===== config.mk =====
export PLATFORM = sky130hd
export DESIGN_NAME = ex_stage
export DESIGN_NICKNAME = d
export VERILOG_FILES = /design/src/rtl/ex_stage_pkg.sv /design/src/rtl/ex_stage_alu16.sv /design/src/rtl/ex_stage.sv
export SDC_FILE = /design/constraint.sdc
export NUM_CORES = 1
export LEC_CHECK = 0
export BUFFER_PORTS_ARGS = -buffer_cell sky130_fd_sc_hd__buf_2
export CAP_MARGIN = 0
export CORE_MARGIN = 4
export CORE_UTILIZATION = 58
export CTS_CLUSTER_DIAMETER = 200
export DETAILED_ROUTE_END_ITERATION = 6
export PLACE_DENSITY_LB_ADDON = 0.05
export SYNTH_ARGS = -nofsm -noshare
export SYNTH_HDL_FRONTEND = slang
export SYNTH_HIERARCHICAL = 1
export SYNTH_SLANG_ARGS = --single-unit

===== constraint.sdc =====
create_clock -name clk -period 11.2 [get_ports clk]
set_input_delay 1.68 -clock clk [delete_from_list [all_inputs] [get_ports clk]]
set_output_delay 1.68 -clock clk [all_outputs]
set_load 0.005 [all_outputs]

===== src/rtl/ex_stage_pkg.sv =====
// Shared constants for the execute stage: opcodes, ALU functs and forward selects.
// Also decides which forward-select port steers rs for a given opcode.
package ex_stage_pkg;

  localparam logic [3:0] OP_RTYPE = 4'd0;
  localparam logic [3:0] OP_ADDI  = 4'd1;
  localparam logic [3:0] OP_SLTI  = 4'd3;
  localparam logic [3:0] OP_LW    = 4'd4;
  localparam logic [3:0] OP_SW    = 4'd5;
  localparam logic [3:0] OP_BEQ   = 4'd6;

  localparam logic [2:0] FN_ADD = 3'b000;
  localparam logic [2:0] FN_SUB = 3'b001;
  localparam logic [2:0] FN_AND = 3'b010;
  localparam logic [2:0] FN_OR  = 3'b011;
  localparam logic [2:0] FN_XOR = 3'b100;
  localparam logic [2:0] FN_SLT = 3'b101;
  localparam logic [2:0] FN_SLL = 3'b110;
  localparam logic [2:0] FN_SRL = 3'b111;

  localparam logic [1:0] FW_REG  = 2'd0;
  localparam logic [1:0] FW_HOT  = 2'd1;
  localparam logic [1:0] FW_COLD = 2'd2;

  // The hazard unit reports I-format ALU sources on its op2 select lane.
  function automatic logic rs_uses_op2_sel(input logic [3:0] opcode);
    return (opcode == OP_ADDI) || (opcode == OP_SLTI);
  endfunction

endpackage


===== src/rtl/ex_stage_alu16.sv =====
// Combinational ALU for the execute stage; op uses the R-format funct encoding.
// Shifts are by one and ignore operand B.
module alu16
  import ex_stage_pkg::*;
#(
  parameter int unsigned DW = 16
) (
  input  logic [DW-1:0] i_a,
  input  logic [DW-1:0] i_b,
  input  logic [2:0]    i_op,
  output logic [DW-1:0] o_res
);

  logic w_lt;

  assign w_lt = $signed(i_a) < $signed(i_b);

  always_comb begin
    o_res = '0;
    case (i_op)
      FN_ADD:  o_res = i_a + i_b;
      FN_SUB:  o_res = i_a - i_b;
      FN_AND:  o_res = i_a & i_b;
      FN_OR:   o_res = i_a | i_b;
      FN_XOR:  o_res = i_a ^ i_b;
      FN_SLT:  o_res = {{(DW-1){1'b0}}, w_lt};
      FN_SLL:  o_res = {i_a[DW-2:0], 1'b0};
      FN_SRL:  o_res = {1'b0, i_a[DW-1:1]};
      default: o_res = '0;
    endcase
  end

endmodule


===== src/rtl/ex_stage.sv =====
// Execute stage: operand forwarding, ALU, beq resolution and the EX/MEM register.
// A taken beq squashes the next instruction that enters EX/MEM.
module ex_stage
  import ex_stage_pkg::*;
#(
  parameter int unsigned DW    = 16,
  parameter int unsigned IMM_W = 6
) (
  input  logic          clk,
  input  logic          rst,
  input  logic          id_valid,
  input  logic [15:0]   id_instr,
  input  logic [DW-1:0] id_pc,
  input  logic [DW-1:0] id_rs_data,
  input  logic [DW-1:0] id_rt_data,
  input  logic [1:0]    fwd_op1_sel,
  input  logic [1:0]    fwd_op2_sel,
  input  logic [DW-1:0] fwd_cold_data,
  input  logic          stall,
  input  logic          flush,
  output logic          ex_valid,
  output logic [DW-1:0] ex_alu_res,
  output logic [DW-1:0] ex_store_data,
  output logic [2:0]    ex_wreg,
  output logic          ex_wen,
  output logic          ex_mem_rd,
  output logic          ex_mem_wr,
  output logic          branch_taken,
  output logic [DW-1:0] branch_target
);

  logic          r_valid;
  logic [DW-1:0] r_alu_res;
  logic [DW-1:0] r_store_data;
  logic [2:0]    r_wreg;
  logic          r_wen;
  logic          r_mem_rd;
  logic          r_mem_wr;
  logic          r_br_taken;
  logic [DW-1:0] r_br_target;
  logic          r_squash_pending;

  logic [3:0]       w_opcode;
  logic [2:0]       w_rt;
  logic [2:0]       w_rd;
  logic [2:0]       w_funct;
  logic [IMM_W-1:0] w_imm;
  logic [DW-1:0]    w_sext;
  logic [1:0]       w_rs_sel;
  logic [DW-1:0]    w_rs_f;
  logic [DW-1:0]    w_rt_f;
  logic [DW-1:0]    w_alu_b;
  logic [2:0]       w_alu_op;
  logic [DW-1:0]    w_alu_res;
  logic [2:0]       w_wreg;
  logic             w_wen;
  logic             w_mem_rd;
  logic             w_mem_wr;
  logic             w_beq;
  logic             w_issue;
  logic             w_taken;
  logic [DW-1:0]    w_target;
  logic             w_unused_rs;

  assign w_opcode    = id_instr[15:12];
  assign w_rt        = id_instr[8:6];
  assign w_rd        = id_instr[5:3];
  assign w_funct     = id_instr[2:0];
  assign w_imm       = id_instr[IMM_W-1:0];
  assign w_sext      = {{(DW-IMM_W){w_imm[IMM_W-1]}}, w_imm};
  // The rs index is only needed by the hazard unit upstream.
  assign w_unused_rs = ^id_instr[11:9];

  assign w_rs_sel = rs_uses_op2_sel(w_opcode) ? fwd_op2_sel : fwd_op1_sel;

  // Hot source is the EX/MEM register itself, so a stalled stage keeps forwarding it.
  always_comb begin
    case (w_rs_sel)
      FW_HOT:  w_rs_f = r_alu_res;
      FW_COLD: w_rs_f = fwd_cold_data;
      default: w_rs_f = id_rs_data;
    endcase
  end

  always_comb begin
    case (fwd_op2_sel)
      FW_HOT:  w_rt_f = r_alu_res;
      FW_COLD: w_rt_f = fwd_cold_data;
      default: w_rt_f = id_rt_data;
    endcase
  end

  always_comb begin
    w_alu_b  = w_sext;
    w_alu_op = FN_ADD;
    w_wreg   = w_rt;
    w_wen    = 1'b0;
    w_mem_rd = 1'b0;
    w_mem_wr = 1'b0;
    w_beq    = 1'b0;
    case (w_opcode)
      OP_RTYPE: begin
        w_alu_b  = w_rt_f;
        w_alu_op = w_funct;
        w_wreg   = w_rd;
        w_wen    = 1'b1;
      end
      OP_ADDI: w_wen = 1'b1;
      OP_SLTI: begin
        w_alu_op = FN_SLT;
        w_wen    = 1'b1;
      end
      OP_LW: begin
        w_mem_rd = 1'b1;
        w_wen    = 1'b1;
      end
      OP_SW:   w_mem_wr = 1'b1;
      OP_BEQ: begin
        w_alu_b  = w_rt_f;
        w_alu_op = FN_SUB;
        w_beq    = 1'b1;
      end
      default: ;
    endcase
  end

  alu16 #(
    .DW (DW)
  ) u_alu (
    .i_a   (w_rs_f),
    .i_b   (w_alu_b),
    .i_op  (w_alu_op),
    .o_res (w_alu_res)
  );

  assign w_issue  = id_valid & ~r_squash_pending;
  assign w_taken  = w_issue & w_beq & (w_rs_f == w_rt_f);
  assign w_target = id_pc + DW'(1) + w_sext;

  always_ff @(posedge clk) begin
    if (rst) begin
      r_valid          <= 1'b0;
      r_alu_res        <= '0;
      r_store_data     <= '0;
      r_wreg           <= '0;
      r_wen            <= 1'b0;
      r_mem_rd         <= 1'b0;
      r_mem_wr         <= 1'b0;
      r_br_taken       <= 1'b0;
      r_br_target      <= '0;
      r_squash_pending <= 1'b0;
    end else if (flush) begin
      r_valid          <= 1'b0;
      r_wen            <= 1'b0;
      r_mem_rd         <= 1'b0;
      r_mem_wr         <= 1'b0;
      r_br_taken       <= 1'b0;
      r_squash_pending <= 1'b0;
    end else if (stall) begin
      r_br_taken <= 1'b0;
    end else begin
      r_valid          <= w_issue;
      r_alu_res        <= w_alu_res;
      r_store_data     <= w_rt_f;
      r_wreg           <= w_wreg;
      r_wen            <= w_issue & w_wen;
      r_mem_rd         <= w_issue & w_mem_rd;
      r_mem_wr         <= w_issue & w_mem_wr;
      r_br_taken       <= w_taken;
      // A squash slot never issues, so this also clears the pending flag.
      r_squash_pending <= w_taken;
      if (w_taken) begin
        r_br_target <= w_target;
      end
    end
  end

  assign ex_valid      = r_valid;
  assign ex_alu_res    = r_alu_res;
  assign ex_store_data = r_store_data;
  assign ex_wreg       = r_wreg;
  assign ex_wen        = r_wen;
  assign ex_mem_rd     = r_mem_rd;
  assign ex_mem_wr     = r_mem_wr;
  assign branch_taken  = r_br_taken;
  assign branch_target = r_br_target;

endmodule


==> impl_metrics.json <==
{
  "status": "finished, final reports clean",
  "setup_violations": 0,
  "crit_type": "in2reg",
  "synth_flop_cell": "dfxtp_1",
  "synth_commonest_cells": "128 x nand2_1, 102 x a21oi_1, 77 x o21ai_0, 73 x nor2_1, 67 x ha_1",
  "period_needed_ns": 6.52,
  "antenna_found_initial": 0,
  "via_per_inst": 6.25,
  "grt_max_degree": 58,
  "slew_violations": 0,
  "drt-initial-drc-count": 902,
  "startpoint": "id_instr[12]",
  "ant_nets": 0,
  "cp_data_arrival_time_ns": 6.68,
  "wl_met2_um": 10300,
  "synthArstFlopShare_pct": 0,
  "initial_core_util_pct": 59.7,
  "grt_first_pass_wirelength_um": 34700,
  "p_leak_nw": 3.45,
  "drt_pass1_iterations": 6,
  "synth_top_cell_area_share_pct": 16.6,
  "startpoint_type": "input pin",
  "postCtsHoldBufs": 0,
  "hold_viol": 0,
  "synthAdderAreaFrac_pct": 13.1,
  "powerDensity_nw_per_um2": 123,
  "ys_seq_elements": 57,
  "relSlewSlack_pct": 22.6,
  "cts_resized": 0,
  "hold_ws_ns": 0.449,
  "vias": 7555,
  "drive_gt1_share_pct": 19.1,
  "ff2ff_setup_slack_ns": 7.18,
  "synthXorXnorAreaFrac_pct": 4.46,
  "synth.cell_area_um2": 6870,
  "synth_top_family_by_area": "compound AO/OA/AOI/OAI gates",
  "drv_cap": 0,
  "numClockSinks": 57,
  "r2r-end": "ex_alu_res[14]",
  "post-synth-top-count-cell": "nand2_1",
  "routed_wirelength_um": 22500,
  "clk_latency_ns": 0.34,
  "ys_top_cells_by_area": "dfxtp_1 17%, ha_1 12%, a21oi_1 7.4%, nand2_1 7.0%, o21ai_0 5.6%",
  "die-area_um2": 13700,
  "reg2reg_depth": 15,
  "cts_setup_buffers": 0,
  "cp_max_fo": 16,
  "grt.total_usage_pct": 32.0,
  "final.setup.tns_ns": 0,
  "syn-num-nets": 1125,
  "synthMuxAreaShare_pct": 5.19,
  "post-dp-hpwl_um": 16800,
  "r2r_start": "ex_alu_res[6]",
  "rsz0062_at_grt": "false",
  "highest_layer": "met4",
  "cp-endpoint": "ex_alu_res[8]",
  "portBuffers": 141,
  "cts_buffers": 9,
  "fin_crit_sh_pct": 58.2,
  "synth-edff-count": 0,
  "syn2layout_area_growth_pct": 13.1,
  "die_width_um": 117,
  "io_pins": 145,
  "htree_levels": 3,
  "syn_avg_cell_area_um2": 7.11,
  "worst_slew_pin_slew_ns": 1.16,
  "rows": 39,
  "core_area_um2": 11500,
  "cts-root-buf": "clkbuf_16",
  "finalWeightedCongestion": 0.968,
  "clock_tree.buffer_depth": 2,
  "wl_per_cell_um": 18.6,
  "end_kind": "flip-flop",
  "yosysWarnings": 6,
  "drc": 0,
  "grt_pass1_vias": 6765,
  "ir_drop_uv": 66.1,
  "yosysTopAreaCell": "dfxtp_1",
  "yosysSeqAreaShare_pct": 16.6,
  "fmaxAchievable_ghz": 0.153,
  "die_y_um": 117,
  "path_clk_slew_ns": 0.05,
  "cp_data_required_time_ns": 11.36,
  "synth_cell_type_count": 75,
  "cts_tree": "yes",
  "final_nets": 1217,
  "wl_met1_um": 9500,
  "n_fill_cell": 1050,
  "worstHoldPathType": "reg2reg",
  "fin_skew_ns": 0.00793,
  "postSynthCellCount": 966,
  "synthSimpleGateAreaFrac_pct": 21.7,
  "wl_met3_um": 2100,
  "synth_compound_gate_area_share_pct": 30.0,
  "gr-total-overflow": 0
}
## per-stage QoR
step / area, µm² / cells / total power [W] / utilization (%) / setup WS (ns)
after global routing: 7770 / 1206 / 0.00101 / 67.5 / 4.27
after detailed placement: 7460 / 1190 / 0.000663 / 64.8 / 4.47
after global placement: 7460 / 1190 / 0.000660 / 64.8 / 4.49
final: 7770 / 1208 / 0.000957 / 67.5 / 4.68
after CTS: 7770 / 1206 / 0.000944 / 67.5 / 4.79
after floorplan: 6870 / 966 / 0.000556 / - / 5.32
## logic make-up (layout without fill, tap and decap cells)
logic type	count (synthesis)	after routing
xor+xnor	35	35
flops	57	57
simple gates	318	318
buf+inv	133	230
mux	32	32
fa+ha+maj	70	70
compound gates	321	321
other cells	0	2
## registers in the layout (all words and copies together), names as in the netlist
| signal | cells |
|---|---|
| ex_wen | 1 |
| ex_alu_res | 16 |
| ex_wreg | 3 |
| ex_mem_rd | 1 |
| ex_store_data | 16 |
| ex_mem_wr | 1 |
| branch_taken | 1 |
| ex_valid | 1 |
| branch_target | 16 |
| r_squash_pending | 1 |
## cell type report
cell class                 count  area [µm²]  share of cell area [%]
multi-input combinational    776        5140                    66.1
sequential                    57        1140                    14.7
timing repair buffer         148         758                    9.75
inverter                      66         248                    3.19
clock buffer                  10         239                    3.07
tap                          143         179                    2.30
clock inverter                 6        67.6                   0.869
antenna                        2        5.00                  0.0644
## routing by layer
metal	GRT usage (%)	vias to the layer above
met5	0	-
met4	9.71	0
met3	5.81	49
met2	51.8	389
met1	43.5	3494
li1	-	3623
## report_power, final
| part | total, W | switching [W] | internal [W] |
|---|---|---|---|
| Sequential | 0.000222 | 0.00000932 | 0.000213 |
| Clock | 0.000283 | 0.000105 | 0.000178 |
| Combinational | 0.000451 | 0.000278 | 0.000174 |
## worst max-delay path, cell delays in order
cell and delay (ns):
buf_2 0.19, nor3b_1 0.33, mux2i_1 0.32, ha_1 0.71, a22oi_1 0.18, o21ai_0 0.58
inv_1 0.28, fa_1 0.53, o21ba_1 0.21, nor4_1 0.52, nor3_1 0.16, o31ai_1 0.28
mux2i_1 0.12, nor3b_1 0.30, nand2_1 0.10, nand2_1 0.11, a21oi_1 0.08
## how the worst min path moves through the flow
stage	to	cells past startpoint	startpoint	slack, ns
6_report	ex_store_data[2]	2	ex_store_data[2]	0.45
5_1_grt	ex_store_data[2]	2	ex_store_data[2]	0.47
4_1_cts	ex_store_data[2]	2	ex_store_data[2]	0.45
3_5_place_dp	ex_store_data[2]	2	ex_store_data[2]	0.45
3_3_place_gp	ex_store_data[13]	2	ex_store_data[13]	0.44
2_1_floorplan	ex_store_data[0]	2	ex_store_data[0]	0.45
## layout by cell type, fill, tap and decap left out, types with 16 or more instances in the layout
cell and instances:
xnor2_1 20, a22oi_1 29, o21ai_0 77, dfxtp_1 57, nand2_1 128, inv_1 65
a21oi_1 102, nor2_1 71, mux2i_1 21, buf_2 141, nor3_1 16, ha_1 67
Power figures use the tool's default switching activity.
